**src/rtl/cordic_iter_sched.sv**
```systemverilog
// Iteration sequencer for the iterative hyperbolic-CORDIC sigmoid/tanh evaluator.
// Issues a load strobe, one step-enable per iteration (with repeats at REP_A/REP_B),
// then holds a done/valid handshake until the consumer takes the result.
module cordic_iter_sched #(
    parameter int unsigned MW    = 5,
    parameter int unsigned REP_A = 4,
    parameter int unsigned REP_B = 13
) (
    input  logic          clk,
    input  logic          rst,
    input  logic          in_valid,
    output logic          in_ready,
    input  logic [MW-1:0] M,
    input  logic          mode,
    input  logic          abort,
    output logic          dp_load,
    output logic          dp_en,
    output logic [MW-1:0] j_idx,
    output logic          mode_q,
    output logic          busy,
    output logic          out_valid,
    input  logic          out_ready
);

    localparam int unsigned    J_MAX     = (1 << MW) - 1;
    localparam bit             REP_A_OK  = (REP_A <= J_MAX);
    localparam bit             REP_B_OK  = (REP_B <= J_MAX);
    localparam logic [MW-1:0]  REP_A_IDX = MW'(REP_A);
    localparam logic [MW-1:0]  REP_B_IDX = MW'(REP_B);

    typedef enum logic [1:0] {
        S_IDLE = 2'd0,
        S_LOAD = 2'd1,
        S_ITER = 2'd2,
        S_DONE = 2'd3
    } state_t;

    state_t          state_q, state_d;
    logic [MW-1:0]   m_q, m_d;
    logic [MW-1:0]   j_q, j_d;
    logic            rep_done_q, rep_done_d;
    logic            mode_cap_q, mode_cap_d;
    logic            is_rep;

    // Current index is one of the hyperbolic convergence repeats not yet re-issued.
    always_comb begin
        is_rep = 1'b0;
        if (!rep_done_q) begin
            is_rep = (REP_A_OK && (j_q == REP_A_IDX)) ||
                     (REP_B_OK && (j_q == REP_B_IDX));
        end
    end

    // State and job-context registers; synchronous reset has top priority.
    always_ff @(posedge clk) begin
        if (rst) begin
            state_q    <= S_IDLE;
            m_q        <= '0;
            j_q        <= '0;
            rep_done_q <= 1'b0;
            mode_cap_q <= 1'b0;
        end else begin
            state_q    <= state_d;
            m_q        <= m_d;
            j_q        <= j_d;
            rep_done_q <= rep_done_d;
            mode_cap_q <= mode_cap_d;
        end
    end

    // Next-state logic: accept, load, iterate with repeats, terminate on j == m_q, hand off.
    always_comb begin
        state_d    = state_q;
        m_d        = m_q;
        j_d        = j_q;
        rep_done_d = rep_done_q;
        mode_cap_d = mode_cap_q;

        case (state_q)
            S_IDLE: begin
                if (in_valid && !abort) begin
                    state_d    = S_LOAD;
                    m_d        = M;
                    mode_cap_d = mode;
                    j_d        = MW'(1);
                    rep_done_d = 1'b0;
                end
            end
            S_LOAD: begin
                if (abort) begin
                    state_d = S_IDLE;
                end else if (m_q == '0) begin
                    state_d = S_DONE;
                end else begin
                    state_d = S_ITER;
                end
            end
            S_ITER: begin
                if (abort) begin
                    state_d = S_IDLE;
                end else if (is_rep) begin
                    rep_done_d = 1'b1;
                end else if (j_q == m_q) begin
                    state_d = S_DONE;
                end else begin
                    j_d        = j_q + MW'(1);
                    rep_done_d = 1'b0;
                end
            end
            S_DONE: begin
                if (abort || out_ready) begin
                    state_d = S_IDLE;
                end
            end
            default: begin
                state_d = S_IDLE;
            end
        endcase

        // Leaving a job clears the loop context so IDLE presents a clean zero state.
        if ((state_q != S_IDLE) && (state_d == S_IDLE)) begin
            j_d        = '0;
            rep_done_d = 1'b0;
            mode_cap_d = 1'b0;
        end
    end

    // Moore output decode from the registered state; in_ready is also masked by reset.
    always_comb begin
        in_ready  = 1'b0;
        dp_load   = 1'b0;
        dp_en     = 1'b0;
        j_idx     = '0;
        busy      = 1'b0;
        out_valid = 1'b0;
        mode_q    = mode_cap_q;

        case (state_q)
            S_IDLE: in_ready = !rst;
            S_LOAD: begin
                dp_load = 1'b1;
                busy    = 1'b1;
            end
            S_ITER: begin
                dp_en = 1'b1;
                j_idx = j_q;
                busy  = 1'b1;
            end
            S_DONE: begin
                out_valid = 1'b1;
                busy      = 1'b1;
            end
            default: begin
                in_ready = 1'b0;
            end
        endcase
    end

endmodule
```
**config.mk**
```make
export PLATFORM = sky130hd
export DESIGN_NAME = cordic_iter_sched
export DESIGN_NICKNAME = d
export VERILOG_FILES = /design/src/rtl/cordic_iter_sched.sv
export SDC_FILE = /design/constraint.sdc
export NUM_CORES = 1
export LEC_CHECK = 0
export CORE_MARGIN = 2
export CORE_UTILIZATION = 50
export CTS_CLUSTER_SIZE = 30
export DETAILED_ROUTE_END_ITERATION = 6
export GPL_TIMING_DRIVEN = 0
export PLACE_DENSITY = 0.93
export SYNTH_ARGS = -nofsm -noshare
export SYNTH_HDL_FRONTEND = slang
export SYNTH_SLANG_ARGS = --single-unit
```
**constraint.sdc**
```tcl
create_clock -name clk -period 3.9 [get_ports clk]
set_input_delay 0.78 -clock clk [delete_from_list [all_inputs] [get_ports clk]]
set_output_delay 0.78 -clock clk [all_outputs]
set_load 0.005 [all_outputs]
```
==> summary.txt, run 1 <==
Synthesis
  – Post-synth EDFFs: 0
  – Post-Syn Area: 806 um^2
  – Unique cell type count in the Yosys netlist: 31
  – Top_reg_cell synth: dfxtp_1
  – Syn_area_per_cell: 8.39 um^2
  – Seq cells post-synth: 14
  – Post-synthesis sequential area ratio: 0.348
  – Net Count, Synth: between 100 and 150
  – Synth Instances: 96
  – Asr flop ratio synth: 0
  – Synth warn: 0

Drt
  – Average via count per standard cell: 5.76
  – Drc violations: 0
  – DRT Pass-1 Iters: 4
  – Final WL: around 1800 um
  – DR WL/cell: 13.3 um
  – Initial DRC count: 26
  – Antenna-violating nets left: 0
  – Vias: 778

Power
  – LEAKAGE: 0.383 nW
  – Logic pwr share: 0.193
  – Reg power frac: 0.529
  – VDD IR max: around 0.19 mV
  – Power per cell area: around 280 nW/um^2
  – P_int: 0.213 mW
  – P_sw: roughly 0.075 mW
  – Net Sw Frac: 0.260
  – Clock network fraction of total power: 0.278

Worst hold path
  – Worst Hold Class: reg2reg

Place
  – DP Worst Slack: 1.25 ns
  – Placed insts: 132
  – DP Area: 1030 um^2
  – Routability congestion estimate: 0.822
  – Buffers on Ports: 20
  – DPL Wire Length: ~1400 um

Timing
  – Final setup viols: 0
  – Final Max Slew Viols: 0
  – Final hold violation count: 0
  – Fmax: 376 MHz
  – Worst-Margin Slew: 0.508 ns
  – Clk_skew: approximately 0.0016 ns
  – RSZ-0062 raised after global routing: no
  – Slew margin rel.: 0.661
  – Final period utilization: 0.681
  – Final setup margin: 1.24 ns
  – Setup TNS Final: 0 ns
  – Final Critical Period: ~2.7 ns

Floorplan
  – Die width: roughly 44 um
  – Die Y: 44.1 um
  – Starting Density: 0.535
  – Die ar.: 1950 um^2
  – Core ar.: ~1500 um^2
  – # rows: 14
  – Ports: 22

Global routing
  – Largest net degree at the start of global routing: 11
  – First-pass GRT wire length: 2950 um
  – Grt ovf: 0
  – Number of global-route vias before repair: 698
  – GRT Util Overall: 0.204
  – Initial antenna violation count: 0

Clock tree
  – H-tree Lvls: 1
  – Root Buffer: clkbuf_4
  – Worst-Skew Late Latency: 0.28 ns
  – Hold_buf cts: 0
  – Worst-path clk slew: roughly 0.080 ns
  – # resized after CTS: 0
  – Post-CTS Setup Repair Bufs: 0
  – CTS buffer count: 3
  – Clock Sinks: 14
  – CTS tree: yes
  – Clock Path Buffers: 2

Layout
  – Ant. Diodes: 0
  – Post-Layout Cell Count: 135
  – Fin nets: 135
  – Fill count: 125
  – Share of cells above drive strength 1: 0.0840
  – Synth-to-Final Area Change: 30.1%
  – Post-Layout Inst Area: 1050 um^2

Setup path
  – Data required time of the worst path: 3.12 ns
  – CP arrival: 1.88 ns
  – Endpoint class of the critical path: output port
  – Crit Path Class: reg2out
  – Largest fanout on the critical path: 8
  – Worst setup SP type: flop

Run status
  – Status: finished clean

Run
  – Max-cap violations: 0
[through the flow]
stage,total power [mW],utilization,hold slack (ns)
floorplan,0.188,-,0.449
global placement,0.209,0.681,0.469
detailed placement,0.211,0.681,0.482
CTS,0.290,0.696,0.500
global route,0.304,0.696,0.541
finish,0.288,0.696,0.500
[final cells by class]
cell class / count / area [um^2] / share of cell area
multi-input combinational: 76 / 495 / 0.473
sequential: 14 / 280 / 0.267
timing repair buffer: 20 / 200 / 0.191
clock buffer: 3 / 22.5 / 0.0215
tap: 16 / 20.0 / 0.0191
buffer: 2 / 15.0 / 0.0143
inverter: 4 / 15.0 / 0.0143
[synthesized netlist by cell type, drive strengths merged, types with 2 or more instances]
cell type / n / area [um^2]
or3b: 2 / 17.5
xnor2: 5 / 43.8
ha: 3 / 37.5
nor2: 16 / 62.6
nor3: 3 / 15.0
and2: 6 / 37.5
or3: 2 / 12.5
o21ai: 5 / 25.0
mux2i: 7 / 70.1
a21oi: 4 / 20.0
or4: 2 / 15.0
dfxtp: 14 / 280
or2: 4 / 27.5
buf: 2 / 15.0
nand3: 5 / 25.0
inv: 4 / 15.0
nand2: 3 / 11.3
[placed cells by master, fill, tap and decap left out, drive strengths merged, types with 2 or more instances in the layout]
| cell | count |
|---|---|
| a21oi | 4 |
| and2 | 6 |
| buf | 2 |
| clkbuf | 3 |
| clkdlybuf4s50 | 20 |
| dfxtp | 14 |
| ha | 3 |
| inv | 4 |
| mux2i | 7 |
| nand2 | 3 |
| nand3 | 5 |
| nor2 | 16 |
| nor3 | 3 |
| o21ai | 5 |
| or2 | 4 |
| or3 | 2 |
| or3b | 2 |
| or4 | 2 |
| xnor2 | 5 |
[power groups by stage]
stage / clock network [mW] / registers, mW / logic (mW)
floorplan: 0 / 0.155 / 0.0328
finish: 0.0802 / 0.152 / 0.0557
global route: 0.0895 / 0.153 / 0.0613
global placement: 0 / 0.156 / 0.0532
detailed placement: 0 / 0.156 / 0.0551
CTS: 0.0821 / 0.152 / 0.0554
[critical path: stages (launching register included)]
cell and delay (ns):
dfxtp_1 0.45, inv_1 0.16, nor2_1 0.31, and2_1 0.18, clkdlybuf4s50_1 0.49
[state kept, by name, summed over array words and instances (netlist names)]
register and cells:
mode_q 1, state_q 2, j_q 5, rep_done_q 1
m_q 5
[kinds of logic (layout without fill, tap and decap cells)]
logic type / Yosys count / after routing / share of synthesized area
multiplexers: 7 / 7 / 0.0870
flip-flops: 14 / 14 / 0.348
buffers and inverters: 6 / 29 / 0.0373
AO/OA/AOI/OAI: 16 / 16 / 0.134
adder cells (fa/ha/maj): 3 / 3 / 0.0466
AND/OR/NAND/NOR: 45 / 45 / 0.293
XOR/XNOR: 5 / 5 / 0.0543
[metal layers]
| layer | part of all wire | track usage | wire [um] |
|---|---|---|---|
| met1 | 0.43 | 0.259 | 778 |
| met2 | 0.50 | 0.324 | 903 |
| met3 | 0.041 | 0.0245 | 73 |
| met4 | 0.026 | 0.133 | 46 |
| met5 | 0 | 0 | 0 |
[final timing paths]
path	from	endpoint	slack, ns	cells after the start
worst max register to register	state_q[0]$_SDFF_PP0_	j_q[2]$_SDFFE_PP0P_	1.91	6
worst min register to register	rep_done_q$_SDFFE_PP0P_	rep_done_q$_SDFFE_PP0P_	0.50	2
worst max-delay path	state_q[1]$_SDFF_PP0_	j_idx[3]	1.24	4
worst min-delay path	rep_done_q$_SDFFE_PP0P_	rep_done_q$_SDFFE_PP0P_	0.50	2
(Power assumes the default switching activity.)
==> run 2, diff against run 1 <==
Settings changed: CORE_UTILIZATION 50 to 46, PLACE_DENSITY 0.93 to 0.87.
Clock period 3.9 ns to 2.7 ns, I/O delays scaled along.
==> run 2 against run 1 <==
Compared with the run above:
- non-clock buffer count did not move
- worst setup slack got worse by 0.97 ns
- sequential power rose by 45%
- critical endpoint unchanged
- power rose by 59%
- sequential cell count did not move
- largest power group unchanged
- highest routed layer unchanged
- wire length rose by 3.6%
- die area rose by 7.9%
- design area rose by 1.4%
- cell count rose by 1.5%
- first-iteration DRC count fell by 46%
==> summary.txt, run 2 (same netlist as run 1, synthesis figures left out) <==
Setup path
  – Startpoint of the worst register-to-register path: state_q[0]$_SDFF_PP0_
  – Largest fanout on the critical path: 8 (unchanged)
  – Crit Path Class: reg2out
  – Reg-to-reg endpoint: j_q[2]$_SDFFE_PP0P_
  – Worst reg-to-reg path cell count: 6 (unchanged)
  – Worst setup SP type: flop
  – Endpoint class of the critical path: output port
  – Data required time of the worst path: 2.16 ns (-0.96 ns)
  – CP arrival: 1.88 ns (about the same)
  – FF-to-FF setup slack: 0.70 ns (-1.21 ns)

Clock tree
  – CTS tree: yes
  – H-tree Lvls: 1 (unchanged)
  – CTS buffer count: 3 (unchanged)
  – Worst-path clk slew: 0.09 ns (about the same)
  – Post-CTS Setup Repair Bufs: 0 (unchanged)
  – Root Buffer: clkbuf_4
  – Clock Sinks: 14 (unchanged)
  – Hold_buf cts: 0 (unchanged)
  – Clock Path Buffers: 2 (unchanged)
  – # resized after CTS: 0 (unchanged)
  – Worst-Skew Late Latency: 0.29 ns (about the same)

Drt
  – Final WL: 1870 um (+3.6%)
  – Initial DRC count: 14 (-46%)
  – Drc violations: 0 (unchanged)
  – Vias: 794 (+2.1%)
  – Antenna-violating nets left: 0 (unchanged)
  – DRT Pass-1 Iters: 5 (+1)
  – DR WL/cell: 13.6 um (+2.0%)
  – Average via count per standard cell: 5.80 (+0.57%)

Timing
  – Clk_skew: 0.00630 ns (+0.00471 ns)
  – Final Critical Period: around 2.4 ns
  – Worst-Margin Slew: 0.518 ns (+0.0108 ns)
  – Final Max Slew Viols: 0 (unchanged)
  – RSZ-0062 raised after global routing: no
  – Final hold violation count: 0 (unchanged)
  – Setup TNS Final: 0 ns (unchanged)
  – Final setup viols: 0 (unchanged)
  – Hold Slack: 0.505 ns (+0.00506 ns)
  – Final period utilization: 0.898
  – Slew margin rel.: 0.654 (-0.00722)
  – Final setup margin: 0.275 ns (-0.967 ns)
  – Fmax: 412 MHz

Global routing
  – Number of global-route vias before repair: 682 (-2.3%)
  – Grt ovf: 0 (unchanged)
  – Largest net degree at the start of global routing: 11 (unchanged)
  – GRT Util Overall: 0.198 (-0.00534)
  – Initial antenna violation count: 0 (unchanged)
  – First-pass GRT wire length: 2950 um (+0.24%)

Power
  – Clock network fraction of total power: 0.344 (+0.066)
  – Net Sw Frac: 0.261 (+0.000896)
  – VDD IR max: 0.238 mV (+28%)
  – LEAKAGE: 0.390 nW (+1.9%)
  – Reg power frac: 0.482 (-0.047)
  – P_int: 0.339 mW (+59%)
  – Power Total: 0.458 mW (+59%)
  – Logic pwr share: 0.174 (-0.019)
  – Power per cell area: 431 nW/um^2 (+57%)
  – P_sw: 0.120 mW (+59%)

Place
  – DPL Wire Length: 1400 um (+2.0%)
  – DP Area: 1030 um^2 (+0.12%)
  – Buffers on Ports: 20 (unchanged)
  – Routability congestion estimate: 0.890 (+8.2%)
  – Placed insts: 133 (+0.76%)
  – DP Worst Slack: 0.275 ns (-0.978 ns)

Worst hold path
  – Worst Hold Class: reg2reg
  – Hold endpoint: mode_q$_SDFFE_PP0P_
  – WHS Path Cells: 2 (unchanged)
  – Hold_sp: mode_q$_SDFFE_PP0P_

Layout
  – Post-Layout Cell Count: 137 (+1.5%)
  – Biggest regs: j_q x5, m_q x5, state_q x2
  – Most frequent cells in the layout: clkdlybuf4s50_1, nor2_1, dfxtp_1, mux2i_1, and2_1
  – Fin nets: 135 (unchanged)
  – Synth-to-Final Area Change: 32.0%
  – Most common cell after layout, fill and taps aside: clkdlybuf4s50_1
  – Multi-input gate area: 495 um^2 (unchanged)
  – Share of cells above drive strength 1: 0.0917 (+0.00763)
  – Post-Layout Inst Area: 1060 um^2 (+1.4%)
  – Sequential cell area: 280 um^2 (unchanged)
  – Util after Layout: 0.630 (-0.0664)
  – Fill count: 137 (+9.6%)
  – Ant. Diodes: 0 (unchanged)

Floorplan
  – Starting Density: 0.477 (-0.0578)
  – Die Y: 45.9 um (+3.9%)
  – Core ar.: 1690 um^2 (+12%)
  – Ports: 22 (unchanged)
  – # rows: 15 (+1)
  – Die width: 45.9 um (+3.9%)
  – Die ar.: 2100 um^2 (+7.9%)

Run status
  – Status: finished clean

Run
  – Max-cap violations: 0 (unchanged)
-- run 2: cell count changes in the layout (fill, tap and decap cells not counted) --
cell      previous run  this run
clkbuf_8             0         1
-- run 2: routing by layer --
| metal | global-route usage | part of all wire | up-vias |
|---|---|---|---|
| li1 | - | - | 388 |
| met1 | 0.229 | 0.45 | 373 |
| met2 | 0.317 | 0.48 | 27 |
| met3 | 0.0437 | 0.042 | 6 |
| met4 | 0.143 | 0.028 | 0 |
| met5 | 0 | 0 | - |
-- run 2: how the worst max path moves through the flow --
stage	start	to	slack, ns	cells past startpoint
floorplan	rst	j_q[2]$_SDFFE_PP0P_	0.83	5
global placement	abort	j_q[2]$_SDFFE_PP0P_	0.28	5
detailed placement	abort	j_q[2]$_SDFFE_PP0P_	0.27	5
CTS	state_q[1]$_SDFF_PP0_	j_idx[3]	0.28	4
global route	state_q[1]$_SDFF_PP0_	j_idx[3]	0.17	4
finish	state_q[1]$_SDFF_PP0_	j_idx[3]	0.28	4
-- run 2: final cells by class --
cell class	count	area share
Multi-Input combinational cell	76	0.466
Timing Repair Buffer	20	0.188
Tap cell	17	0.0200
Clock buffer	4	0.0341
Sequential cell	14	0.264
Buffer	2	0.0141
Inverter	4	0.0141
-- run 2: power groups by stage --
stage	Sequential, mW	Combinational (mW)	Clock, mW
6_report	0.221	0.0799	0.158
5_1_grt	0.222	0.0877	0.165
4_1_cts	0.221	0.0796	0.158
3_5_place_dp	0.226	0.0791	0
3_3_place_gp	0.225	0.0774	0
2_1_floorplan	0.224	0.0473	0
-- run 2: worst max-delay path, cell delays in order (launching register included) --
cell             delay (ns)
dfxtp_1                0.46
inv_1                  0.17
nor2_1                 0.30
and2_1                 0.17
clkdlybuf4s50_1        0.49
